### src/rtl/vending_pkg.sv
// Shared constants and types for the vending controller.
// Prices and credit are in Rs.5 units.
package vending_pkg;
    localparam int CREDIT_W = 3;

    typedef logic [CREDIT_W-1:0] credit_t;

    localparam credit_t PRICE0 = 3'd3;
    localparam credit_t PRICE1 = 3'd4;
    localparam credit_t PRICE2 = 3'd5;
    localparam credit_t PRICE3 = 3'd6;

    localparam credit_t COIN5_UNITS  = 3'd1;
    localparam credit_t COIN10_UNITS = 3'd2;

    typedef enum logic [1:0] {IDLE, COLLECT, VEND} state_t;

    // A simultaneous coin5 is swallowed when coin10 is present.
    function automatic credit_t coin_units(input logic c5, input logic c10);
        if (c10)     return COIN10_UNITS;
        else if (c5) return COIN5_UNITS;
        else         return '0;
    endfunction
endpackage

### src/rtl/vend_price_lut.sv
// Combinational item-select to price map.
module vend_price_lut
    import vending_pkg::*;
(
    input  logic [1:0] sel,
    output credit_t    price
);
    always_comb begin
        price = PRICE0;
        case (sel)
            2'd0: price = PRICE0;
            2'd1: price = PRICE1;
            2'd2: price = PRICE2;
            2'd3: price = PRICE3;
            default: price = PRICE0;
        endcase
    end
endmodule

### src/rtl/vending_machine_top.sv
// Four-item coin vending FSM: accumulates Rs.5/Rs.10 credit, dispenses with
// at most one Rs.5 coin of change.
module vending_machine_top
    import vending_pkg::*;
(
    input  logic [1:0] sel,
    input  logic       clock,
    input  logic       reset,
    input  logic       coin5,
    input  logic       coin10,
    output logic       coin_out,
    output logic       dispense
);
    state_t     state;
    credit_t    credit;
    logic [1:0] sel_q;
    logic [1:0] sel_eff;
    credit_t    price;
    credit_t    units;
    credit_t    sum;

    // Only a transaction in progress is bound to the latched selection;
    // otherwise the live sel prices the coin that opens a new one.
    assign sel_eff = (state == COLLECT) ? sel_q : sel;
    assign units   = coin_units(coin5, coin10);
    assign sum     = credit + units;

    vend_price_lut u_lut (
        .sel   (sel_eff),
        .price (price)
    );

    always_ff @(posedge clock) begin
        if (!reset) begin
            state    <= IDLE;
            credit   <= '0;
            sel_q    <= '0;
            dispense <= 1'b0;
            coin_out <= 1'b0;
        end else begin
            dispense <= 1'b0;
            coin_out <= 1'b0;
            if (units != '0) begin
                if (state != COLLECT)
                    sel_q <= sel;
                if (sum < price) begin
                    credit <= sum;
                    state  <= COLLECT;
                end else begin
                    credit   <= '0;
                    state    <= VEND;
                    dispense <= 1'b1;
                    coin_out <= (sum != price);
                end
            end else if (state == VEND) begin
                state <= IDLE;
            end
        end
    end
endmodule

### config.mk
export PLATFORM = sky130hd
export DESIGN_NAME = vending_machine_top
export DESIGN_NICKNAME = d
export VERILOG_FILES = /design/src/rtl/vending_pkg.sv /design/src/rtl/vend_price_lut.sv /design/src/rtl/vending_machine_top.sv
export SDC_FILE = /design/constraint.sdc
export NUM_CORES = 1
export LEC_CHECK = 0
export CORE_AREA = 5 5 42 44
export CTS_CLUSTER_SIZE = 20
export DETAILED_ROUTE_END_ITERATION = 12
export DIE_AREA = 0 0 47 49
export MAX_ROUTING_LAYER = met4
export SYNTH_ARGS = -nofsm -noshare
export SYNTH_HDL_FRONTEND = slang
export SYNTH_SLANG_ARGS = --single-unit
### constraint.sdc
create_clock -name clock -period 3 [get_ports clock]
set_input_delay 0.75 -clock clock [delete_from_list [all_inputs] [get_ports clock]]
set_output_delay 0.75 -clock clock [all_outputs]
set_load 0.02 [all_outputs]
**After elaboration in Yosys (flattened, before gate mapping)**

Index checks and enable logic that the tools add are counted.

- Register bits: 9
- Bits in latches: 0
- Memory bits (writable): 0
- Memory bits (read-only): 0
- Input port bits: 6
- Output and inout port bits: 2
- Logic and storage cells: 31
- Memories: 0

- Add/subtract/negate cells: 1
- $mul: 0
- Divide/modulo/power cells: 0
- Magnitude comparators: 1
- Equality and inequality tests: 7
- Shift operators: 0
- Multiplexer cells: 9
- Bitwise logic cells: 2
- Reduce and logical (&&, ||, !) cells: 6

Operators by type and width:

| cell | number |
|---|---|
| 3-bit one-hot mux with 4 select lines | 1 |
| 2-bit two-way mux | 5 |
| 2-bit == test, second input constant | 3 |
| 2-bit by 1-bit == test with 1-bit output, second input constant | 2 |
| 2-bit AND reduction | 2 |
| 3-bit adder | 1 |
| 3-bit < comparator | 1 |
| 3-bit two-way mux | 1 |
| 3-bit != test | 1 |
| 3-bit nonzero test | 1 |
| 3-bit OR reduction | 1 |
| 2-bit zero test | 1 |
| 1-bit two-way mux | 2 |
| 2-bit by 1-bit != test with 1-bit output, second input constant | 1 |
| 1-bit NOT | 2 |
| 2-bit nonzero test | 1 |

**Longest topological paths before layout**

- Depth in word-level cells: 7
- Depth in mapped cells: 8
- Mapped depth without buffers: 8

**Hierarchy**

From an unflattened synthesis, not the netlist that was laid out.

- Cells, all modules: 67
- Area, all modules: 595.6 sq um

Modules (own cells, without submodules):

| module | instances | cells an instance | area each (sq um) | sequential area each (sq um) |
|---|---|---|---|---|
| vending_machine_top | 1 | 60 | 549.3 | 180.2 |
| vend_price_lut | 1 | 7 | 46.3 | 0.0 |

**Worst setup path after synthesis**

Ideal clock, no wire load.

- Path kind: input port to flip-flop
- From: input port coin5
- To: register state[1]
- Setup time: 115 ps
- Arrival time: 2455 ps
- Data required time: 2885 ps
- Slack: 431 ps
- Cell stages on the path: 8
- Buffers on the path: 0
- Cell sequence: nor2b_1 ha_1 fa_1 xor2_1 ha_1 a21oi_4 a21oi_1 o21a_1

- Word-level cells in the longest chain between the ends: 6
- Elaborated cells between the ends (all ways): 8
- Classes of those cells: 1 x add/sub; 1 x order compare; 4 x mux; 2 x reduce/logical

Ends and longest elaborated chain:

| item | line | source |
|---|---|---|
| start, declared | vending_machine_top.sv:9 | `input logic coin5,` |
| 1-bit two-way mux * | vending_pkg.sv:21 | `else if (c5) return COIN5_UNITS;` |
| 2-bit two-way mux * | vending_pkg.sv:20 | `if (c10) return COIN10_UNITS;` |
| 3-bit adder | vending_machine_top.sv:26 | `assign sum = credit + units;` |
| 3-bit < comparator | vending_machine_top.sv:46 | `if (sum < price) begin` |
| 2-bit two-way mux | vending_machine_top.sv:46 |  |
| 2-bit two-way mux | vending_machine_top.sv:43 | `if (units != '0) begin` |
| end signal, assigned | vending_machine_top.sv:35 | `state <= IDLE;` |
| end signal, assigned | vending_machine_top.sv:48 | `state <= COLLECT;` |
| end signal, assigned | vending_machine_top.sv:51 | `state <= VEND;` |
| end, declared | vending_machine_top.sv:14 | `state_t state;` |

Every way passes the cells marked *; elsewhere a longest branch is shown, timed or not.
A chain may end at the register's enable or synchronous reset.

**Final worst setup path**

Same ends and word-level chain as after synthesis.

==> metrics.cfg <==
[setup_path]
cp.arrival_ps = 2930
setup.worst_path.start_class = primary input
reg2reg_to = state[1]$_SDFFE_PN0P_
cp-end-kind = flip-flop
crit_fanout = 6
cp-endpoint = state[1]$_SDFFE_PN0P_
crit_required_ps = 3150
criticalPathCategory = in -> reg
crit_start = coin5
reg2reg_slack_ps = 950
r2r_cells = 7
r2r_start = credit[0]$_SDFFE_PN0N_

[clocking]
cts_max_level = 1
cts_tree = built
clockRootBuffer = clkbuf_4
post_cts_resized = 0
numCtsBuffers = 3
path_clk_slew_ps = 60
holdBufCountCts = 0
cts_sinks = 9
post_cts_buffers = 0
insertion_delay_ps = 260
clk_path_buf_depth = 2

[detailed_routing]
dr.pass1.iters = 4
detail_route.wl_per_cell_um = 11.4
vias = 425
drc = 0
routed_wl_um = 967
drtIter0Drc = 10
ant_nets = 0
viasPerCell = 5.00

[place]
gp_congestion = 0.725
place_hpwl_um = 745
port_buffers = 7
placed_cells = 81
dpl_cell_area_um2 = 663

[power]
max-vdd-ir-drop_v = 0.000442
swShare_pct = 39.6
power.internal_w = 0.000413
switching_power_w = 0.000270
p_per_area_nw_per_um2 = 991
clkPwrFrac_pct = 13.5
power_leakage_nw = 0.322
seqPwrFrac_pct = 28.3
power_frac_comb_pct = 58.2

[global_route]
use_met3_pct = 5.54
grt_start_max_net_pins = 12
antenna_found_initial = 0
grt_pass1_wl_um = 1600
met1_usage_pct = 13.3
grt.met2_usage_pct = 12.4
grt_overflow = 0
grtUsageTotal_pct = 9.86
grt_pass1_vias = 403
busiest_layer = met1

[floorplan]
die_area_um2 = 2300
rows = 14
initial_core_util_pct = 40.2
coreArea_um2 = 1400
die_h_um = 49
fp.dieW_um = 47
boundaryPins = 8

[yosys]
async_flop_share_pct = 0
synthCells = 57
avgSynthCellArea_um2 = 9.88
synth_area_um2 = 563
ys.flop_type = dfxtp_1
ys_seq_elements = 9
synth-edff-count = 0
yosys_warnings = 0
syn-num-nets = 69
synth_cell_types = 27
ys_seq_area_share_pct = 32.0

[timing]
rsz0062_at_grt = false
period_minus_slack_ps = 2770
fin_skew_ps = 5.73
max_freq_mhz = 360
post-route-period-util_pct = 92.5
setup_viol = 0
finalHoldViolCount = 0
max_slew.worst_pin.slew_ps = 327
final_max_slew_viol_count = 0
relSlewSlack_pct = 78.2

[cells_and_area]
multi_input_area_um2 = 359
syn2layout_area_growth_pct = 22.4
nets = 82
fin_area_um2 = 689
fin_util_pct = 49.2
antenna_cells = 0
layout.cells.non_filler = 85
seqCellArea_um2 = 180
fillCellCount = 139
drive_gt1_share_pct = 17.4

[run]
max-cap-violations = 0

[min_path]
hold_path.class = reg -> reg

[outcome]
run_status = finished clean

==> critical path, stage by stage <==
cell and delay [ps]:
clkdlybuf4s50_1 420, nor2b_1 140, ha_1 180, fa_1 400
xor2_1 170, ha_1 350, a21oi_4 240, a21oi_1 100
o21a_1 190
==> how the worst min path moves through the flow <==
stage / end / startpoint / slack (ps) / cells past startpoint
floorplan: credit[0]$_SDFFE_PN0N_ / credit[0]$_SDFFE_PN0N_ / 440 / 2
global placement: credit[0]$_SDFFE_PN0N_ / credit[0]$_SDFFE_PN0N_ / 450 / 2
detailed placement: credit[0]$_SDFFE_PN0N_ / credit[0]$_SDFFE_PN0N_ / 450 / 2
CTS: credit[0]$_SDFFE_PN0N_ / credit[0]$_SDFFE_PN0N_ / 460 / 2
global route: credit[0]$_SDFFE_PN0N_ / credit[0]$_SDFFE_PN0N_ / 500 / 2
finish: credit[0]$_SDFFE_PN0N_ / credit[0]$_SDFFE_PN0N_ / 460 / 2
==> kinds of logic (layout without fill, tap and decap cells) <==
group / count (synthesis) / after routing / share of synthesized area [%]
AOI/OAI and AO/OA: 11 / 11 / 15.8
xor gates and xnor gates: 1 / 1 / 1.56
adders and majority gates: 6 / 6 / 14.7
buffers and inverters: 4 / 16 / 4.22
DFF: 9 / 9 / 32.0
muxes: 3 / 3 / 5.33
and+or+nand+nor: 23 / 23 / 26.4
==> synthesized netlist by cell type, types with 2 or more instances <==
cell	count	area, µm²
dfxtp_1	9	180
a21boi_1	5	37.5
ha_1	5	62.6
nand3_1	5	25.0
mux2i_1	3	30.0
nand2_1	3	11.3
nand4_1	3	18.8
nor2b_1	3	18.8
and3_1	2	12.5
o21ai_0	2	10.0
==> routing by layer <==
| metal | up-vias | wire length [µm] |
|---|---|---|
| met5 | - | 0 |
| met2 | 8 | 380 |
| met4 | 0 | 7 |
| met1 | 186 | 514 |
| met3 | 2 | 64 |
| li1 | 229 | - |
==> stage by stage <==
step / total power, W / hold slack (ps) / TNS, ps / setup WS (ps)
2_1_floorplan: 0.000501 / 435 / 0 / 431
3_3_place_gp: 0.000599 / 451 / -94.7 / -34.5
3_5_place_dp: 0.000601 / 454 / -125 / -48.5
4_1_cts: 0.000698 / 462 / 0 / 220
5_1_grt: 0.000750 / 495 / 0 / 124
6_report: 0.000683 / 458 / 0 / 225
==> cell usage in the layout, fill, tap and decap left out, types with 2 or more instances in the layout <==
cell             count
buf_4                4
nand2_1              3
nor2b_1              3
a21boi_1             5
nand4_1              3
dfxtp_1              9
o21ai_0              2
mux2i_1              3
nand3_1              5
clkbuf_4             3
clkdlybuf4s50_1      7
and3_1               2
ha_1                 5
==> registers in the layout (all words and copies together), names as in the netlist <==
register,flops
state,2
sel_q,2
dispense,1
coin_out,1
credit,3
==> power by group through the flow <==
stage / Combinational, W / Sequential, W / Clock, W
2_1_floorplan: 0.000294 / 0.000207 / 0
4_1_cts: 0.000407 / 0.000193 / 0.0000981
5_1_grt: 0.000445 / 0.000200 / 0.000105
3_3_place_gp: 0.000404 / 0.000195 / 0
6_report: 0.000398 / 0.000193 / 0.0000920
3_5_place_dp: 0.000405 / 0.000196 / 0
==> final cells by class <==
class	count	share of cell area (%)
inverters	1	0.544
repair buffers	11	14.5
clock buffers	4	3.81
flip-flops and latches	9	26.1
well taps	16	2.90
multi-input cells	44	52.1
Note: power is estimated with default switching activity, not from simulation.
